## config.mk

```make
export PLATFORM = sky130hd
export DESIGN_NAME = pcs_10g_tx_sched_flat
export DESIGN_NICKNAME = d
export VERILOG_FILES = /design/src/rtl/pcs_10g_tx_sched_if.sv /design/src/rtl/pcs_10g_tx_sched.sv /design/src/flat_wrapper.sv
export SDC_FILE = /design/constraint.sdc
export NUM_CORES = 1
export LEC_CHECK = 0
export BUFFER_PORTS_ARGS = -buffer_cell sky130_fd_sc_hd__buf_2
export CORE_UTILIZATION = 53
export CTS_CLUSTER_SIZE = 24
export DETAILED_ROUTE_END_ITERATION = 8
export PLACE_DENSITY = 0.82
export SLEW_MARGIN = 0
export SYNTH_ARGS = -nofsm -noshare
export SYNTH_HDL_FRONTEND = slang
export SYNTH_SLANG_ARGS = --single-unit
```

## constraint.sdc

```tcl
create_clock -name clk -period 4.4 [get_ports clk]
set_input_delay 0.44 -clock clk [delete_from_list [all_inputs] [get_ports clk]]
set_output_delay 0.44 -clock clk [all_outputs]
set_load 0.02 [all_outputs]
```

## src/rtl/pcs_10g_tx_sched_if.sv

```systemverilog
// Upstream beat bus, downstream PCS pause input and PCS-side word outputs of the TX scheduler.
// master drives the beats and pcs_ready_i; slave is the scheduler.
interface pcs_10g_tx_sched_if #(
    parameter int DATA_W = 64
);
    localparam int KEEP_W = DATA_W / 8;

    logic              valid_i;
    logic              ready_o;
    logic [DATA_W-1:0] data_i;
    logic [KEEP_W-1:0] keep_i;
    logic              last_i;
    logic              err_i;
    logic              pcs_ready_i;
    logic              ctrl_v_o;
    logic              idle_v_o;
    logic              start_o;
    logic              last_o;
    logic              err_o;
    logic [DATA_W-1:0] data_o;
    logic [KEEP_W-1:0] keep_o;
    logic              underrun_o;

    modport master (
        output valid_i, data_i, keep_i, last_i, err_i, pcs_ready_i,
        input  ready_o, ctrl_v_o, idle_v_o, start_o, last_o, err_o, data_o, keep_o, underrun_o
    );

    modport slave (
        input  valid_i, data_i, keep_i, last_i, err_i, pcs_ready_i,
        output ready_o, ctrl_v_o, idle_v_o, start_o, last_o, err_o, data_o, keep_o, underrun_o
    );
endinterface

```

## src/rtl/pcs_10g_tx_sched.sv

```systemverilog
// 10G PCS transmit scheduler: frames upstream beats into start/data/terminate words and
// inserts inter-packet idles using a deficit idle counter to hold the average IPG.
module pcs_10g_tx_sched #(
    parameter int IPG_MIN      = 12,
    parameter int XGMII_DATA_W = 64
) (
    input  logic              clk,
    input  logic              reset,
    pcs_10g_tx_sched_if.slave bus
);
    localparam int KEEP_W = XGMII_DATA_W / 8;

    typedef enum logic [1:0] {IDLE, DATA, IPG} state_t;

    typedef struct packed {
        logic                    ctrl;
        logic                    idle;
        logic                    start;
        logic                    last;
        logic                    err;
        logic [XGMII_DATA_W-1:0] data;
        logic [KEEP_W-1:0]       keep;
    } word_t;

    localparam word_t IDLE_WORD = '{ctrl: 1'b1, idle: 1'b1, start: 1'b0, last: 1'b0,
                                    err: 1'b0, data: {KEEP_W{8'h07}}, keep: '0};
    localparam word_t ERR_WORD  = '{ctrl: 1'b1, idle: 1'b0, start: 1'b0, last: 1'b0,
                                    err: 1'b1, data: {KEEP_W{8'hFE}}, keep: '1};

    state_t      state_q, state_d;
    logic [3:0]  cnt_q, cnt_d;
    logic [1:0]  dic_q, dic_d;
    word_t       word_q, word_d;
    logic        underrun_q, underrun_d;

    logic [3:0]  k;
    logic        keep_zero;
    logic [6:0]  gap_sum;
    logic [6:0]  rlen;
    logic [3:0]  dic_sum;
    logic [3:0]  last_cnt;
    logic [1:0]  last_dic;

    assign bus.ready_o = bus.pcs_ready_i && (state_q != IPG);

    // Idle-word count and new deficit for a terminating beat, from its byte count.
    always_comb begin
        k = '0;
        for (int unsigned i = 0; i < KEEP_W; i++) begin
            k = k + 4'(bus.keep_i[i]);
        end
        keep_zero = (bus.keep_i == '0);
        if (keep_zero) begin
            k = 4'd8;
        end
        gap_sum  = 7'(IPG_MIN) + 7'(k);
        rlen     = (gap_sum > 7'd8) ? gap_sum - 7'd8 : '0;
        dic_sum  = 4'(dic_q) + 4'(rlen[2:0]);
        last_cnt = rlen[6:3];
        last_dic = dic_q;
        if (rlen[2:0] != 3'd0) begin
            if (dic_sum <= 4'd3) begin
                last_dic = dic_sum[1:0];
            end else begin
                last_cnt = rlen[6:3] + 4'd1;
                last_dic = (dic_sum > 4'd8) ? 2'(dic_sum - 4'd8) : 2'd0;
            end
        end
    end

    always_comb begin
        state_d    = state_q;
        cnt_d      = cnt_q;
        dic_d      = dic_q;
        word_d     = word_q;
        underrun_d = 1'b0;
        if (bus.pcs_ready_i) begin
            word_d = IDLE_WORD;
            unique case (state_q)
                IDLE, DATA: begin
                    if (bus.valid_i) begin
                        word_d.idle  = 1'b0;
                        word_d.start = (state_q == IDLE);
                        word_d.ctrl  = (state_q == IDLE) || bus.err_i;
                        word_d.err   = (state_q == DATA) && bus.err_i;
                        word_d.data  = bus.data_i;
                        word_d.keep  = '1;
                        state_d      = DATA;
                        if (bus.last_i) begin
                            word_d.ctrl = 1'b1;
                            word_d.last = 1'b1;
                            word_d.err  = keep_zero || bus.err_i;
                            word_d.keep = keep_zero ? '1 : bus.keep_i;
                            cnt_d       = last_cnt;
                            dic_d       = last_dic;
                            state_d     = (last_cnt != 4'd0) ? IPG : IDLE;
                        end
                    end else if (state_q == DATA) begin
                        word_d     = ERR_WORD;
                        underrun_d = 1'b1;
                    end
                end
                IPG: begin
                    cnt_d = cnt_q - 4'd1;
                    if (cnt_q <= 4'd1) begin
                        state_d = IDLE;
                    end
                end
                default: state_d = IDLE;
            endcase
        end
    end

    always_ff @(posedge clk or posedge reset) begin
        if (reset) begin
            state_q    <= IDLE;
            cnt_q      <= '0;
            dic_q      <= '0;
            word_q     <= IDLE_WORD;
            underrun_q <= 1'b0;
        end else begin
            state_q    <= state_d;
            cnt_q      <= cnt_d;
            dic_q      <= dic_d;
            word_q     <= word_d;
            underrun_q <= underrun_d;
        end
    end

    assign bus.ctrl_v_o   = word_q.ctrl;
    assign bus.idle_v_o   = word_q.idle;
    assign bus.start_o    = word_q.start;
    assign bus.last_o     = word_q.last;
    assign bus.err_o      = word_q.err;
    assign bus.data_o     = word_q.data;
    assign bus.keep_o     = word_q.keep;
    assign bus.underrun_o = underrun_q;
endmodule

```

## src/flat_wrapper.sv

```systemverilog
// flat-port wrapper written by rule: the top's interface ports become plain ports
module pcs_10g_tx_sched_flat 
#(
    parameter int IPG_MIN      = 12,
    parameter int XGMII_DATA_W = 64
)
  (clk, reset, bus_valid_i, bus_data_i, bus_keep_i, bus_last_i, bus_err_i, bus_pcs_ready_i, bus_ready_o, bus_ctrl_v_o, bus_idle_v_o, bus_start_o, bus_last_o, bus_err_o, bus_data_o, bus_keep_o, bus_underrun_o);
  pcs_10g_tx_sched_if #(.DATA_W(64)) bus_i ();
  input  logic clk;
  input  logic reset;
  input wire logic [$bits(bus_i.valid_i)-1:0] bus_valid_i;
  input wire logic [$bits(bus_i.data_i)-1:0] bus_data_i;
  input wire logic [$bits(bus_i.keep_i)-1:0] bus_keep_i;
  input wire logic [$bits(bus_i.last_i)-1:0] bus_last_i;
  input wire logic [$bits(bus_i.err_i)-1:0] bus_err_i;
  input wire logic [$bits(bus_i.pcs_ready_i)-1:0] bus_pcs_ready_i;
  output wire logic [$bits(bus_i.ready_o)-1:0] bus_ready_o;
  output wire logic [$bits(bus_i.ctrl_v_o)-1:0] bus_ctrl_v_o;
  output wire logic [$bits(bus_i.idle_v_o)-1:0] bus_idle_v_o;
  output wire logic [$bits(bus_i.start_o)-1:0] bus_start_o;
  output wire logic [$bits(bus_i.last_o)-1:0] bus_last_o;
  output wire logic [$bits(bus_i.err_o)-1:0] bus_err_o;
  output wire logic [$bits(bus_i.data_o)-1:0] bus_data_o;
  output wire logic [$bits(bus_i.keep_o)-1:0] bus_keep_o;
  output wire logic [$bits(bus_i.underrun_o)-1:0] bus_underrun_o;
  assign bus_i.valid_i = bus_valid_i;
  assign bus_i.data_i = bus_data_i;
  assign bus_i.keep_i = bus_keep_i;
  assign bus_i.last_i = bus_last_i;
  assign bus_i.err_i = bus_err_i;
  assign bus_i.pcs_ready_i = bus_pcs_ready_i;
  assign bus_ready_o = bus_i.ready_o;
  assign bus_ctrl_v_o = bus_i.ctrl_v_o;
  assign bus_idle_v_o = bus_i.idle_v_o;
  assign bus_start_o = bus_i.start_o;
  assign bus_last_o = bus_i.last_o;
  assign bus_err_o = bus_i.err_o;
  assign bus_data_o = bus_i.data_o;
  assign bus_keep_o = bus_i.keep_o;
  assign bus_underrun_o = bus_i.underrun_o;
  pcs_10g_tx_sched #(.IPG_MIN(IPG_MIN), .XGMII_DATA_W(XGMII_DATA_W)) u_core (.clk(clk), .reset(reset), .bus(bus_i));
endmodule
```

# Yosys cells after proc, flatten, opt, wreduce, memory -nomap -nowiden
# Cells that the tools add are included.
# word_totals
out_inout_bits,79
reg_bits,86
# classes
n_mux,25
reduce_logical,13
addsub,13
order_cmp,4
eq_ne,6
# ops
cell,count
$mux W77,2
$mux W76,1
$add A4 B1 Y4,6
$mux W4,5
$mux W8,2
$mux W2,7
$logic_not A8 Y1,1
$pmux W4 S2,1
$gt A7 B4 Y1 const B,1
$mux W7,1
$sub A7 B4 Y7 const B,1
$ne A2 B2 Y1 const B,3
$add A4 B4 Y5 const A,1
$mux W1,5
$reduce_and A5 Y1,1
$add A2 B3 Y4,1
$add A4 B1 Y4 const B,1
$gt A4 B4 Y1 const B,1
$le A4 B1 Y1 const B,1
$le A4 B2 Y1 const B,1
$pmux W2 S2,1
$reduce_and A4 Y1,1
$reduce_bool A4 Y1,1
$sub A4 B1 Y4 const B,1
other kinds (12),14

# Longest topological paths before layout
# logic_depth
depth_word,20
mapped_depth,26

# Worst setup path after synthesis
# Ideal clock, no wire load.
# synth_path
path_type,in2reg
from,input bus_keep_i[0]
to,register u_core.cnt_q[1]
path_stages,23
path_buffers,1
slack_ns,-1.171
setup_time_ns,0.066
arrival_ns,5.505
required_time_ns,4.334
cell_sequence,inv_1 > ha_1 > inv_1 > fa_1 > fa_1 > fa_1 > fa_1 > xor2_1 > a21o_4 > inv_2 > ha_1 > nor4bb_1 > a211o_2 > nand2_1 > nand2_1 > or2_2 > fa_1 > clkbuf_1 > a211oi_1 > nand2_1 > or3_1 > nand4_1 > and3_1
# synth_via
elab_chain_len,18
word_cells_on_any_way,22
classes_between,add/sub: 11; order compare: 2; mux: 7; reduce/logical: 2
# synth_lines
item,line,rtl
start: declaration,flat_wrapper.sv:13,input wire logic [$bits(bus_i.keep_i)-1:0] bus_keep_i;
$add A1 B1 Y2,pcs_10g_tx_sched.sv:50,k = k + 4'(bus.keep_i[i]);
$add A4 B1 Y4 (6 in series),pcs_10g_tx_sched.sv:50,
$mux W4 (*),pcs_10g_tx_sched.sv:53,if (keep_zero) begin
$add A4 B4 Y5 (*),pcs_10g_tx_sched.sv:56,gap_sum = 7'(IPG_MIN) + 7'(k);
$sub A7 B4 Y7 or $gt A7 B4 Y1 (tied branches),pcs_10g_tx_sched.sv:57,rlen = (gap_sum > 7'd8) ? gap_sum - 7'd8 : '0;
$mux W7 (*),pcs_10g_tx_sched.sv:57,
$add A2 B3 Y4,pcs_10g_tx_sched.sv:58,dic_sum = 4'(dic_q) + 4'(rlen[2:0]);
$le A4 B2 Y1,pcs_10g_tx_sched.sv:62,if (dic_sum <= 4'd3) begin
$mux W4,pcs_10g_tx_sched.sv:62,
$mux W4 (*),pcs_10g_tx_sched.sv:61,if (rlen[2:0] != 3'd0) begin
$mux W4 (*),pcs_10g_tx_sched.sv:89,if (bus.last_i) begin
$mux W4 (*),pcs_10g_tx_sched.sv:81,if (bus.valid_i) begin
$pmux W4 S2 (*),pcs_10g_tx_sched.sv:79,unique case (state_q)
end signal: assignment,pcs_10g_tx_sched.sv:123,cnt_q <= cnt_d;
end: declaration,pcs_10g_tx_sched.sv:31,"logic [3:0] cnt_q, cnt_d;"
# Every way passes the cells marked *; elsewhere a longest branch is shown, timed or not. The select of a mux whose other input is x is not followed.
# A chain may end at the register's enable or synchronous reset.

# Final worst setup path
# layout_path
from,input bus_keep_i[1]
to,register u_core.cnt_q[0]
# Same word-level chain as after synthesis.

==> metrics.yaml <==
status: "complete, but fails checks"
violations: "setup timing"
synth_top_family_by_area: "compound AO/OA/AOI/OAI gates"
grt_pass1_vias: 3677
dp.cells: 678
antenna_found_initial: 0
wl_per_cell_um: 14.5
grt_overflow_total: 0
critPathKind: "input pin to register"
cap_viol_max_count: 0
drc: 0
setup_violations: 6
dpl_cell_area_mm2: 0.00529
hold_viol_final: 0
period_minus_slack_ns: 4.90
first_pass_iters: 5
clkLatencyLatePin_ns: 0.35
synth_cells: 423
wirelength_um: 10200
h-tree-depth: 3
power_mw: 3.30
cts_buffers: 9
leakagePower_nw: 2.76
combPwrFrac: 0.450
syn_area_per_cell_um2: 9.92
drive_gt1_frac: 0.430
required_ns: 4.63
endpoint_kind: "register"
grt_pass1_wl_um: 16800
synth_compound_area_frac: 0.177
n_antenna_cell: 0
track_usage: 0.251
synthMuxAreaShare: 0
ys_warn_count: 0
p_int_mw: 1.95
grt_start_max_net_pins: 60
crit_path_top_delay_cell: "fa_1"
max_stage_delay_ns: 0.49
p_per_area_mw_per_mm2: 590
final_common_cell: "buf_2"
die-area_mm2: 0.00828
min_path_type: "input pin to async pin"
antenna_left: 0
cts.hold.buffers_added: 0
power_frac_seq: 0.380
critPathLaunchType: "input pin"
synth_xor_area_frac: 0.00626
vdd_drop_max_uv: 389
cts_tree: "built"
rsz0062_at_grt: "yes"
coreArea_mm2: 0.00769
ios: 157
vias: 3652
multi_input_area_mm2: 0.00180
die_x_um: 91.0
cp.arrival_ns: 5.13
finalInstanceArea_mm2: 0.00560
yosys_register_bits: 86
synth-edff-count: 0
relSlewSlack: 0.382
stdcell_count: 698
crit_fanout: 3
place.gp.congestion: 0.936
detailedRoute.firstIterationViolations: 89
final_nets: 685
yosysSeqAreaShare: 0.521
sw_frac_of_total: 0.409
clkPwrFrac: 0.170
yosys.area_share.adder: 0.0566
synth_nets: 517
worst_pin_slew_ns: 0.925
cts_sinks: 86
area_growth_pct: 33.3
fin_crit_sh: 1.11
maxSlewViolCount: 0
die_y_um: 91.0
rows: 32
ys_types: 47
fmax_mhz: 204
vias_per_cell: 5.23
synth-simple-area-share: 0.152
clk_pin_slew_worst_paths_ns: 0.10
syn-cell-area_mm2: 0.00420
start_util: 0.546
nFillCells: 582
cts.path.max_buffers: 2
dp_hpwl_um: 7130
synth-main-ff-cell: "dfrtp_1"
postLayoutSetupSlackWorst_ns: -0.501
power.switching_mw: 1.35
fin_skew_ns: 0.0127
synthArstFlopShare: 1.00
crit_top_cell: "fa_2"
regArea_mm2: 0.00218
portBuffers: 156
ctsRootBufferMaster: "clkbuf_8"
layout_common_cells: "buf_2, inv_1, dfrtp_1"
-- through the flow --
| stage | utilization | hold slack (ns) | worst slack (ns) | TNS [ns] |
|---|---|---|---|---|
| 2_1_floorplan | - | 0.485 | -0.913 | -3.97 |
| 3_3_place_gp | 0.688 | 0.476 | -0.874 | -4.48 |
| 3_5_place_dp | 0.688 | 0.482 | -0.988 | -5.09 |
| 4_1_cts | 0.722 | 0.277 | -0.494 | -2.32 |
| 5_1_grt | 0.728 | 0.309 | -0.642 | -3.29 |
| 6_report | 0.728 | 0.240 | -0.501 | -2.47 |
-- flip-flops by register name, indices dropped and copies added, names as in the netlist --
register,flops
u_core.bus.data_o,64
u_core.dic_q,2
u_core.bus.keep_o,8
u_core.bus.underrun_o,1
u_core.bus.start_o,1
u_core.cnt_q,4
u_core.bus.ctrl_v_o,1
u_core.state_q,2
u_core.bus.last_o,1
u_core.bus.idle_v_o,1
u_core.bus.err_o,1
-- synth_stat cells (all sizes together), types with 3 or more instances --
cell type,instances,area share
o21ai,5,0.0060
nor2,34,0.030
nor2b,43,0.064
a21oi,16,0.019
nand3,3,0.0036
dfrtp,60,0.36
clkbuf,20,0.018
o22ai,51,0.076
nand2,13,0.012
fa,5,0.024
dfstp,26,0.16
o21a,3,0.0054
o22a,16,0.033
ha,11,0.033
buf,4,0.0045
inv,73,0.065
-- layer usage --
metal  global-route usage  share of wire  vias to the layer above
met5                    0              0                        -
met4               0.0899          0.019                        0
met3               0.0452          0.054                       16
met2                0.440           0.50                      138
met1                0.310           0.43                     1749
li1                     -              -                     1749
-- cell families after synthesis --
family / Yosys count
buf+inv: 97
simple gates: 115
fa+ha+maj: 16
xor+xnor: 3
compound gates: 106
flops: 86
-- power by group through the flow --
| stage | combinational [mW] | sequential (mW) | clock [mW] |
|---|---|---|---|
| global route | 1.61 | 1.29 | 0.598 |
| global placement | 1.38 | 1.25 | 0 |
| finish | 1.49 | 1.25 | 0.560 |
| floorplan | 0.647 | 1.55 | 0 |
| detailed placement | 1.42 | 1.26 | 0 |
| CTS | 1.45 | 1.25 | 0.569 |
-- worst max-delay path, delay by kind of cell --
family                   cells  cell delay, ns
adder cells (fa/ha/maj)      8            2.57
AO/OA/AOI/OAI                6            1.06
buffers and inverters        6            0.38
AND/OR/NAND/NOR              4            0.37
XOR/XNOR                     2            0.34
-- what timing repair did --
action                     in CTS  in global routing
hold endpoints to repair        0                  0
pin swaps                       9                  4
gates cloned                    0                  0
gates resized for setup        12                  7
setup endpoints to repair       6                  6
buffers inserted                3                  1
-- cell type report --
class,count,area share
Clock buffer,10,0.0228
Clock inverter,6,0.0127
Inverter,73,0.0519
Multi-Input combinational cell,240,0.321
Sequential cell,86,0.390
Tap cell,102,0.0228
Timing Repair Buffer,181,0.178
-- final timing paths --
check,startpoint,end,slack (ns),depth (start not counted)
setup / recovery,bus_keep_i[1],u_core.cnt_q[0],-0.50,26
hold / removal,reset,u_core.bus.data_o[12],0.24,2
setup reg to reg,u_core.state_q[1],u_core.bus.data_o[55],2.17,4
hold reg to reg,u_core.bus.ctrl_v_o,u_core.bus.ctrl_v_o,0.49,2
max in group asynchronous,reset,u_core.bus.data_o[58],3.17,3
min in group clk,bus_data_i[18],u_core.bus.data_o[18],0.31,2
Note: power is estimated with default switching activity, not from simulation.
